==> src/rtl/riscv_pkg.sv <==
// Shared types for the fetch sequencer: FSM state, redirect source encoding
// and the fixed instruction size.
package riscv_pkg;

  typedef enum logic [1:0] {
    BOOT = 2'd0,
    REQ  = 2'd1,
    WAIT = 2'd2,
    HALT = 2'd3
  } state_e;

  typedef enum logic [1:0] {
    REDIR_NONE = 2'd0,
    REDIR_BR   = 2'd1,
    REDIR_MRET = 2'd2,
    REDIR_TRAP = 2'd3
  } redir_src_e;

  localparam int INSTR_BYTES = 4;

endpackage

==> src/rtl/pc_fetch_ctrl_redir_sel.sv <==
// Redirect priority mux (trap > mret > branch) with 4-byte alignment check
// on the branch and mret targets; trap vectors are forced aligned.
module redir_sel
  import riscv_pkg::*;
#(
  parameter int Width = 32
) (
  input  logic             br_taken,
  input  logic [Width-1:0] br_target,
  input  logic             trap,
  input  logic [Width-1:0] trap_vec,
  input  logic             mret,
  input  logic [Width-1:0] mepc,
  output logic             redir,
  output logic             redir_ok,
  output logic [Width-1:0] target,
  output logic             misalign_d,
  output redir_src_e       src
);

  always_comb begin
    src    = REDIR_NONE;
    target = br_target;
    if (trap) begin
      src    = REDIR_TRAP;
      target = {trap_vec[Width-1:2], 2'b00};
    end else if (mret) begin
      src    = REDIR_MRET;
      target = mepc;
    end else if (br_taken) begin
      src    = REDIR_BR;
      target = br_target;
    end
  end

  assign redir      = trap | mret | br_taken;
  assign misalign_d = ((src == REDIR_MRET) || (src == REDIR_BR)) && (target[1:0] != 2'b00);
  assign redir_ok   = redir & ~misalign_d;

endmodule

==> src/rtl/pc_fetch_ctrl.sv <==
// PC sequencer: drives pc_next every cycle, runs the single-outstanding
// imem req/gnt/rvalid handshake, applies redirects and debug halt/resume.
module pc_fetch_ctrl
  import riscv_pkg::*;
#(
  parameter int               Width     = 32,
  parameter logic [Width-1:0] RESET_VEC = '0
) (
  input  logic             clk,
  input  logic             reset_n,
  input  logic [Width-1:0] pc,
  output logic [Width-1:0] pc_next,
  output logic             imem_req,
  output logic [Width-1:0] imem_addr,
  input  logic             imem_gnt,
  input  logic             imem_rvalid,
  output logic             instr_valid,
  input  logic             stall,
  input  logic             br_taken,
  input  logic [Width-1:0] br_target,
  input  logic             trap,
  input  logic [Width-1:0] trap_vec,
  input  logic             mret,
  input  logic [Width-1:0] mepc,
  input  logic             halt_req,
  input  logic             resume,
  output logic             halted,
  output logic             misalign
);

  state_e           state_q, state_d;
  logic             pend_vld_q, pend_vld_d;
  logic [Width-1:0] pend_pc_q, pend_pc_d;
  logic             misalign_q;

  logic             redir, redir_ok, misalign_d;
  logic [Width-1:0] target;
  redir_src_e       src;

  redir_sel #(.Width(Width)) u_redir_sel (
    .br_taken   (br_taken),
    .br_target  (br_target),
    .trap       (trap),
    .trap_vec   (trap_vec),
    .mret       (mret),
    .mepc       (mepc),
    .redir      (redir),
    .redir_ok   (redir_ok),
    .target     (target),
    .misalign_d (misalign_d),
    .src        (src)
  );

  always_comb begin
    state_d     = state_q;
    pc_next     = pc;
    imem_req    = 1'b0;
    instr_valid = 1'b0;
    pend_vld_d  = pend_vld_q;
    pend_pc_d   = pend_pc_q;
    case (state_q)
      BOOT: begin
        pc_next = RESET_VEC;
        state_d = REQ;
      end
      REQ: begin
        imem_req = ~stall & ~redir;
        if (redir_ok) begin
          pc_next = target;
        end else if (imem_gnt && imem_req) begin
          state_d = WAIT;
        end else if (halt_req && !stall) begin
          state_d = HALT;
        end
      end
      WAIT: begin
        if (imem_rvalid) begin
          state_d    = REQ;
          pend_vld_d = 1'b0;
          // A redirect seen while the fetch was in flight kills the returned word.
          if (redir_ok) begin
            pc_next = target;
          end else if (pend_vld_q) begin
            pc_next = pend_pc_q;
          end else begin
            instr_valid = 1'b1;
            pc_next     = pc + Width'(INSTR_BYTES);
          end
        end else if (redir_ok) begin
          pend_pc_d  = target;
          pend_vld_d = 1'b1;
        end
      end
      HALT: begin
        if (src == REDIR_TRAP) begin
          pc_next = target;
          state_d = REQ;
        end else if (resume) begin
          state_d = REQ;
        end
      end
    endcase
  end

  always_ff @(posedge clk or negedge reset_n) begin
    if (!reset_n) begin
      state_q    <= BOOT;
      pend_vld_q <= 1'b0;
      misalign_q <= 1'b0;
    end else begin
      state_q    <= state_d;
      pend_vld_q <= pend_vld_d;
      misalign_q <= misalign_d & ((state_q == REQ) || (state_q == WAIT));
    end
  end

  always_ff @(posedge clk) begin
    pend_pc_q <= pend_pc_d;
  end

  assign imem_addr = pc;
  assign halted    = (state_q == HALT);
  assign misalign  = misalign_q;

endmodule

==> config.mk <==
export PLATFORM = sky130hd
export DESIGN_NAME = pc_fetch_ctrl
export DESIGN_NICKNAME = d
export VERILOG_FILES = /design/src/rtl/riscv_pkg.sv /design/src/rtl/pc_fetch_ctrl_redir_sel.sv /design/src/rtl/pc_fetch_ctrl.sv
export SDC_FILE = /design/constraint.sdc
export NUM_CORES = 1
export LEC_CHECK = 0
export ABC_AREA = 1
export ABC_CLOCK_PERIOD_IN_PS = 4300
export BUFFER_PORTS_ARGS = -buffer_cell sky130_fd_sc_hd__buf_4
export CAP_MARGIN = 10
export CORE_ASPECT_RATIO = 1.5
export CORE_MARGIN = 10
export CORE_UTILIZATION = 41
export CTS_CLUSTER_SIZE = 30
export DETAILED_ROUTE_END_ITERATION = 8
export PLACE_DENSITY_LB_ADDON = 0.15
export SLEW_MARGIN = 20
export SYNTH_ARGS = -nofsm -noshare
export SYNTH_HDL_FRONTEND = slang
export SYNTH_SLANG_ARGS = --single-unit
export TNS_END_PERCENT = 5
==> constraint.sdc <==
create_clock -name clk -period 4.3 [get_ports clk]
set_clock_uncertainty 0.2 [all_clocks]
set_input_delay 0.215 -clock clk [delete_from_list [all_inputs] [get_ports clk]]
set_output_delay 0.215 -clock clk [all_outputs]
set_load 0.01 [all_outputs]
# Yosys cells after proc, flatten, opt, wreduce, memory -nomap -nowiden
# Cells that the tools add are included.
# word_totals
elab_cells	61
in_bits	138
out_inout_bits	68
ff_bits	36
# classes
bitwise	9
reduce_logical	12
addsub	1
muxes	25
n_eq_ne	10
# ops
op	n
two-way mux 32 bit	7
one-hot mux 32 bit (4 select lines)	1
adder 32 x 3 -> 32 bit (second input constant)	1
two-way mux 2 bit	8
equality test 2 bit (second input constant)	4
two-way mux 1 bit	8
one-hot mux 2 bit (4 select lines)	1
equality test 2 x 1 -> 1 bit (second input constant)	2
inequality test 2 bit (second input constant)	2
NOT 1 bit	4
AND reduction 4 bit	1
nonzero test 2 bit	2
AND 1 bit	3
logical AND 1 bit	3
inequality test 3 x 2 -> 1 bit (second input constant)	1
inequality test 3 bit (second input constant)	1
AND reduction 3 bit	1
zero test 2 bit	1
logical OR 1 bit	2
bitwise OR 1 bit	2
AND reduction 2 bit	1
zero test 1 bit	1

# Logic depth before layout (Yosys ltp)
# Gate-level depths: netlist (run 1).
# logic_depth
word_depth	11
mapped_depth	16
depth_no_buf	13

# Modules after synthesis
# Synthesis (run 1) repeated with hierarchy kept, for this count alone.
# unflattened
cells_unflattened	860
area_unflattened_um2	5124.9
# by_module_without_submodules
module	cells_per_inst	seq_area_each_um2	n_inst	area_per_inst_um2
pc_fetch_ctrl	702	1061.0	1	4349.2
redir_sel	158	0.0	1	775.7

# Worst setup path before layout (run 1)
# Ideal clock, no wire load.
# synth_timing
path_kind	input to register
start	in trap
end	reg pend_pc_q[0] (enable)
path_buffers	4
required_time_ns	3.679
path_slack_ns	0.713
setup_time_ns	0.421
arrival_time_ns	2.966
cell_stages	10
cell_sequence	buf_2 inv_2 buf_2 buf_2 o21ai_0 ha_1 nand2_4 nand2_8 buf_6 nor2_1
# synth_via
elab_chain_cells	7
# synth_lines
item	line	rtl
from (decl)	pc_fetch_ctrl.sv:21	input logic trap,
two-way mux 2 bit	pc_fetch_ctrl_redir_sel.sv:24	if (trap) begin
equality test 2 bit or equality test 2 x 1 -> 1 bit (tied branches)	pc_fetch_ctrl_redir_sel.sv:37	assign misalign_d = ((src == REDIR_MRET) || (src == REDIR_BR)) && (target[1:0] != 2'b00);
logical OR 1 bit	pc_fetch_ctrl_redir_sel.sv:37	
logical AND 1 bit	pc_fetch_ctrl_redir_sel.sv:37	
NOT 1 bit	pc_fetch_ctrl_redir_sel.sv:38	assign redir_ok = redir & ~misalign_d;
AND 1 bit *	pc_fetch_ctrl_redir_sel.sv:38	
AND reduction 3 bit (no line) *	n/a	
to (signal assigned)	pc_fetch_ctrl.sv:118	pend_pc_q <= pend_pc_d;
to (decl)	pc_fetch_ctrl.sv:33	logic [Width-1:0] pend_pc_q, pend_pc_d;
# Every way passes the cells marked *; elsewhere a longest branch is shown, timed or not.
# A chain may end at the register's enable or synchronous reset.

# Final worst setup path (run 1)
# layout_timing
start	in trap
end	out pc_next[12]
# layout_via
elab_chain_cells	9
# layout_lines
item	line	rtl
two-way mux 2 bit	pc_fetch_ctrl_redir_sel.sv:24	
equality test 2 bit or equality test 2 x 1 -> 1 bit (tied branches)	pc_fetch_ctrl_redir_sel.sv:37	
logical OR 1 bit	pc_fetch_ctrl_redir_sel.sv:37	
logical AND 1 bit	pc_fetch_ctrl_redir_sel.sv:37	
NOT 1 bit	pc_fetch_ctrl_redir_sel.sv:38	
AND 1 bit	pc_fetch_ctrl_redir_sel.sv:38	
two-way mux 32 bit	pc_fetch_ctrl.sv:81	if (redir_ok) begin
two-way mux 32 bit	pc_fetch_ctrl.sv:77	if (imem_rvalid) begin
one-hot mux 32 bit (4 select lines) *	pc_fetch_ctrl.sv:61	case (state_q)
to (decl)	pc_fetch_ctrl.sv:12	output logic [Width-1:0] pc_next,
# Marks and branches as above.

==> out/qor.yml, run 1 <==
insertion_delay_ns: 0.29
antenna_cells: 0
rows: 46
synthFlopType: "edfxtp_1"
hpwl_microns: 14750
setup-violations-final: 0
synth_fp_nets: 906
place_congestion: 0.9195
ys_seq_area_frac: 0.2378
maxSlewViolCount: 0
post-route-period-util: 0.7623
place_ws_ns: 0.9773
vias_per_cell: 5.076
synth_area_sq_mm: 0.004462
finalHoldViolations: 0
grt_pass1_vias: 5267
postCtsSetupRepairBufs: 0
detail-route-antenna-nets: 0
first_pass_iters: 5
grt_overflow: 0
clock_sinks: 36
end_kind: "output pin"
die_width_microns: 105.2
fmax_mhz: 305.1
ios: 206
grt_setup_unrepaired: "false"
yosys_warnings: 0
cts_resized: 0
grt_pass1_wl_microns: 27830
setup_tns_ns: 0
io_buffers: 203
area_growth_pct: 32.89
required_ns: 3.88
async_flop_share: 0.1111
path_class: "in -> out"
cts_tree: "built"
clockBufferDepth: 2
startpoint_type: "input pin"
fin_util: 0.5599
h-tree-depth: 2
period_minus_slack_ns: 3.278
grt_max_degree: 55
hold_class: "in -> async"
synthCells: 762
slew_headroom: 0.3839
avgSynthCellArea_sq_um: 5.855
crit_fanout: 41
drc: 0
via_count: 5376
wl_per_cell_microns: 17.28
post-place-cells: 1050
power_density_mw_per_mm2: 410.5
antenna_found_initial: 0
worst_pin_slew_ns: 0.9228
fill_cells: 1157
leakage_nw: 3.037
synthDistinctLibCells: 36
outcome: "complete, no violations"
die_area_sq_mm: 0.01554
die_y_microns: 147.8
synth_seq_cells: 36
dr.first_iter.drc_count: 269
ir_drop_v: 0.0003495
initial_core_util: 0.4213
grtUsageTotal: 0.2217
power_mw: 2.434
nets: 1058
core_area_sq_mm: 0.01059
setup_slack_ns: 1.022
drt_wl_total_microns: 18300
cts_made_buffers: 5
drive_gt1_frac: 0.2557
arrival_ns: 2.86
clk_pin_slew_worst_paths_ns: 0.06
cap_viol_max_count: 0
synth_edf_count: 32
cts-root-buf: "clkbuf_16"
stdcell_count: 1059
cts_hold_buf: 1
## cell type report
type,instances,area (sq um),share of cell area
clock buffer,7,142.6,0.02406
clock inverter,1,7.507,0.001266
inverter,81,306.5,0.05170
multi-input combinational,584,2670,0.4503
sequential,36,1061,0.1789
tap,144,180.2,0.03039
timing repair buffer,206,1562,0.2633
## where the power goes
part           switching [mW]  internal, mW
combinational           0.951         0.626
sequential             0.0391         0.431
clock                   0.156         0.231
## cell usage after synthesis, drive strengths merged, types with 6 or more instances
master    n  share of area
nor2    120           0.11
edfxtp   32           0.22
xor2      7          0.014
o22ai     7         0.0098
o21ai    26          0.029
inv      78          0.066
ha        6          0.017
a21oi    74          0.083
nand2   256           0.23
nand3    68          0.082
clkbuf    9         0.0076
buf      52          0.088
## per-stage QoR
step,hold WS [ns],instance area (sq um)
final,0.05094,5929
after global routing,0.06770,5929
after detailed placement,-0.1831,5769
after CTS,0.05288,5929
after floorplan,-0.2806,4462
after global placement,-0.1815,5769
## metal layers
layer | wire, microns | GRT usage
met5 | 0 | 0
met4 | 437 | 0.07300
met3 | 1152 | 0.05265
met2 | 10050 | 0.4325
met1 | 6656 | 0.2213
## final timing paths
path	from	endpoint	slack, ns	cells past startpoint
max	trap	pc_next[12]	1.02	10
min	reset_n	misalign$_DFF_PN0_	0.05	2
max reg2reg	state_q[0]$_DFFE_PN0P_	pend_pc_q[18]$_DFFE_PP_	1.79	7
min reg2reg	state_q[0]$_DFFE_PN0P_	state_q[0]$_DFFE_PN0P_	0.36	2
max in group asynchronous	reset_n	pend_vld_q$_DFFE_PN0P_	3.75	2
min in group clk	trap_vec[6]	pend_pc_q[6]$_DFFE_PP_	0.08	3
## placed cells by master, fill, tap and decap left out, types with 2 or more instances in the layout
cell         n
nand2_1    250
clkbuf_16    5
edfxtp_1    32
xnor2_1      3
a31oi_1      4
buf_4      204
nor2_4       2
a21oi_1     74
nor3_1       2
dfrtp_1      4
o21ai_0     25
inv_1       73
nand2_4      4
inv_2        4
nand3_1     63
nor2_1     115
nand3_2      5
ha_1         6
o22ai_1      7
clkinv_1     3
nand3b_1     4
xor2_1       7
nor2_2       3
## worst max-delay path, stage by stage
cell     delay [ns]
buf_4          0.20
inv_2          0.52
o21ai_0        0.22
ha_1           0.30
nand2_1        0.28
nand3_2        0.51
nand2_1        0.19
nand3_1        0.10
and2_1         0.16
buf_4          0.15
## sequential cells by signal (all words and copies together), names as in the netlist
signal,count
misalign,1
pend_pc_q,32
pend_vld_q,1
state_q,2
## cell families (layout without fill, tap and decap cells)
family	Yosys count	after routing	synth area share
AO/OA/AOI/OAI	114	114	0.1329
XOR/XNOR	10	10	0.01963
AND/OR/NAND/NOR	454	454	0.4285
flip-flops	36	36	0.2378
adder cells (fa/ha/maj)	6	6	0.01683
buffers and inverters	142	295	0.1643
(Power assumes the default switching activity.)
==> run 2, diff against run 1 <==
--- a/config.mk
+++ b/config.mk
@@ -5,8 +5,8 @@
 export SDC_FILE = /design/constraint.sdc
 export NUM_CORES = 1
 export LEC_CHECK = 0
-export ABC_AREA = 1
-export ABC_CLOCK_PERIOD_IN_PS = 4300
+export ABC_AREA = 0
+export ABC_CLOCK_PERIOD_IN_PS = 2700
 export BUFFER_PORTS_ARGS = -buffer_cell sky130_fd_sc_hd__buf_4
 export CAP_MARGIN = 10
 export CORE_ASPECT_RATIO = 1.5
==> constraint.sdc (replaced) <==
create_clock -name clk -period 2.7 [get_ports clk]
set_clock_uncertainty 0.2 [all_clocks]
set_input_delay 0.135 -clock clk [delete_from_list [all_inputs] [get_ports clk]]
set_output_delay 0.135 -clock clk [all_outputs]
set_load 0.01 [all_outputs]
==> run 2 against run 1 <==
Net effect: power rose by 24%; the flow now finishes with violations (hold timing); routed wire length fell by 19%; design area fell by 2.3%; via count fell by 17%; highest routed layer unchanged; die area fell by 11%; critical endpoint is now pc_next[28]; sequential power rose by 36%; sequential share of layout area rose by 0.43 points; largest cell class unchanged.
==> out/qor.yml, run 2 <==
outcome: "finished, violations left"
violations: "hold timing"
post-route-period-util: 0.9689
startpoint_type: "input pin"
rows: 43
reg2reg_to: "pend_pc_q[14]$_DFFE_PP_"
insertion_delay_ns: 0.28
yosys_warnings: 0
antenna_found_initial: 0
synthTopCellsByCount: "73 x nand2_1, 52 x o21ai_0, 41 x mux2i_1, 33 x a21oi_1"
clock_sinks: 36
period_minus_slack_ns: 2.616
nets: 823
required_ns: 2.37
synth_area_sq_mm: 0.003892
top_usage_layer: "met2"
postCtsSetupRepairBufs: 0
initial_core_util: 0.4206
use_met2: 0.3800
die_area_sq_mm: 0.01387
grt_pass1_wl_microns: 23190
whs_endpoint: "pend_pc_q[19]$_DFFE_PP_"
hpwl_microns: 11940
maxSlewViolCount: 0
path_cells: "buf_4, nand4_4, or4_4, or4_4, or3_1, a31o_1, a21oi_2, buf_4"
place_congestion: 0.8853
yosysMostFrequentCell: "nand2_1"
cap_viol_max_count: 0
power_density_mw_per_mm2: 522.9
slew_headroom: 0.3352
grt_util_met1: 0.2155
clk_pin_slew_worst_paths_ns: 0.06
synth_seq_cells: 36
largest_reg_flops: 32
vias_per_cell: 5.601
cpMaxStageDelayCell: "or4_4"
r2r-start: "state_q[0]$_DFFE_PN0P_"
crit_fanout: 3
finalHoldViolations: 1
synthFlopType: "edfxtp_1"
timing.hold.ws_ns: -0.001080
post-place-cells: 773
area_growth_pct: 48.76
core_area_sq_mm: 0.009254
die_y_microns: 139.3
synth.largest_area_cell: "edfxtp_1"
path_class: "in -> out"
grtUsageTotal: 0.2008
drc: 0
grt_overflow: 0
wl_per_cell_microns: 18.61
cpPeakStageDelay_ns: 0.58
hp-start: "trap_vec[19]"
synth_edf_count: 32
worst_pin_slew_ns: 0.9949
crit_buf_inv: 2
synthCells: 498
end_kind: "output pin"
ys_seq_area_frac: 0.2726
grt_setup_unrepaired: "true"
ir_drop_v: 0.0002690
via_count: 4436
cp-startpoint: "pc[6]"
setup_tns_ns: 0
drive_gt1_frac: 0.3926
hold_class: "in -> reg"
synth.area.top_cells: "edfxtp_1 25%, mux2i_1 11%, nand2_1 7.0%"
cts_made_buffers: 5
dr.first_iter.drc_count: 292
fin_util: 0.6257
synth_fp_nets: 642
first_pass_iters: 4
drt_wl_total_microns: 14740
antenna_cells: 0
final_common_cell: "buf_4"
whs_path_depth: 3
regMostFlops: "pend_pc_q"
mostFrequentLayoutCells: "227 x buf_4, 73 x nand2_1, 52 x o21ai_0, 41 x mux2i_1, 32 x edfxtp_1"
h-tree-depth: 2
reg2regPathDepth: 4
synthDistinctLibCells: 53
cts_tree: "built"
die_width_microns: 99.56
io_buffers: 203
synth_top_cell_area_share: 0.2469
avgSynthCellArea_sq_um: 7.816
clockBufferDepth: 2
async_flop_share: 0.1111
leakage_nw: 2.543
fmax_mhz: 382.3
ios: 206
reg_top3: "pend_pc_q (32), state_q (2)"
cts-root-buf: "clkbuf_16"
setup-violations-final: 0
met3_usage: 0.04410
detail-route-antenna-nets: 0
grt_pass1_vias: 4595
ff2ff_setup_slack_ns: 0.39
stdcell_count: 792
grt_max_degree: 36
cpLargestDelayFamily: "simple AND/OR/NAND/NOR gates"
arrival_ns: 2.28
fill_cells: 828
==> run 2: cell count changes after synthesis, moves of 11 or more <==
cell | before | now
inv_1 | 73 | 10
o21ai_0 | 25 | 52
clkbuf_1 | 9 | 29
mux2i_1 | 0 | 41
nand2_1 | 250 | 73
nor3_1 | 2 | 13
nand3_1 | 63 | 14
a22oi_1 | 0 | 16
a21oi_1 | 74 | 33
nor2_1 | 116 | 25
==> run 2: kinds of logic after synthesis <==
group	count (synthesis)	synth area share
AO/OA/AOI/OAI	143	0.2263
multiplexers	42	0.1083
XOR/XNOR	21	0.04725
adder cells (fa/ha/maj)	6	0.01929
buffers and inverters	77	0.1077
flip-flops	36	0.2726
AND/OR/NAND/NOR	173	0.2186
==> run 2: area by class of cell <==
cell class / count / area [sq um] / share of cell area
flip-flops and latches: 36 / 1061 / 0.1832
clock buffers: 6 / 138.9 / 0.02398
multi-input cells: 385 / 2537 / 0.4382
clock inverters: 2 / 10.01 / 0.001729
well taps: 112 / 140.1 / 0.02420
repair buffers: 241 / 1866 / 0.3222
inverters: 10 / 37.54 / 0.006482
==> run 2: worst max-delay path by stage <==
stage	end	cells after the start	slack [ns]
finish	pc_next[28]	8	0.08
CTS	pc_next[31]	8	0.005
detailed placement	pc_next[31]	8	0.006
global placement	pc_next[19]	8	0.03
global route	pc_next[13]	11	-0.02
floorplan	pc_next[10]	12	-0.04
==> run 2: through the flow <==
| stage | area [sq um] | worst slack (ns) | total power [mW] | hold WS (ns) |
|---|---|---|---|---|
| detailed placement | 5505 | 0.006121 | 2.432 | -0.2635 |
| finish | 5791 | 0.08402 | 3.028 | -0.001080 |
| floorplan | 4039 | -0.04116 | 1.630 | -0.3606 |
| CTS | 5772 | 0.005131 | 3.047 | 0.0001139 |
| global route | 5791 | -0.02374 | 3.213 | 0.03295 |
| global placement | 5505 | 0.03480 | 2.400 | -0.2620 |
==> run 2: where the power goes <==
group	switching, mW	internal (mW)	leakage [nW]
combinational	0.934	0.859	2.13
clock	0.229	0.364	0.0766
sequential	0.0108	0.630	0.333
total	1.17	1.85	2.54
==> run 2: per-layer routing <==
metal	up-vias	wire (microns)
met5	-	0
met4	0	180
met3	10	995
met2	179	8059
met1	2080	5507
li1	2167	-
==> run 2: what timing repair did <==
action | 4_1_cts | 5_1_grt
resized for setup | 1 | 5
pin swaps | 0 | 1
endpoints found under the setup margin | 5 | 20
hold buffers | 11 | 0
endpoints found under the hold margin | 13 | 0
==> run 2: worst min-delay path: stages <==
cell and delay (ns):
buf_4 0.07, nand2_1 0.04, o21ai_0 0.10
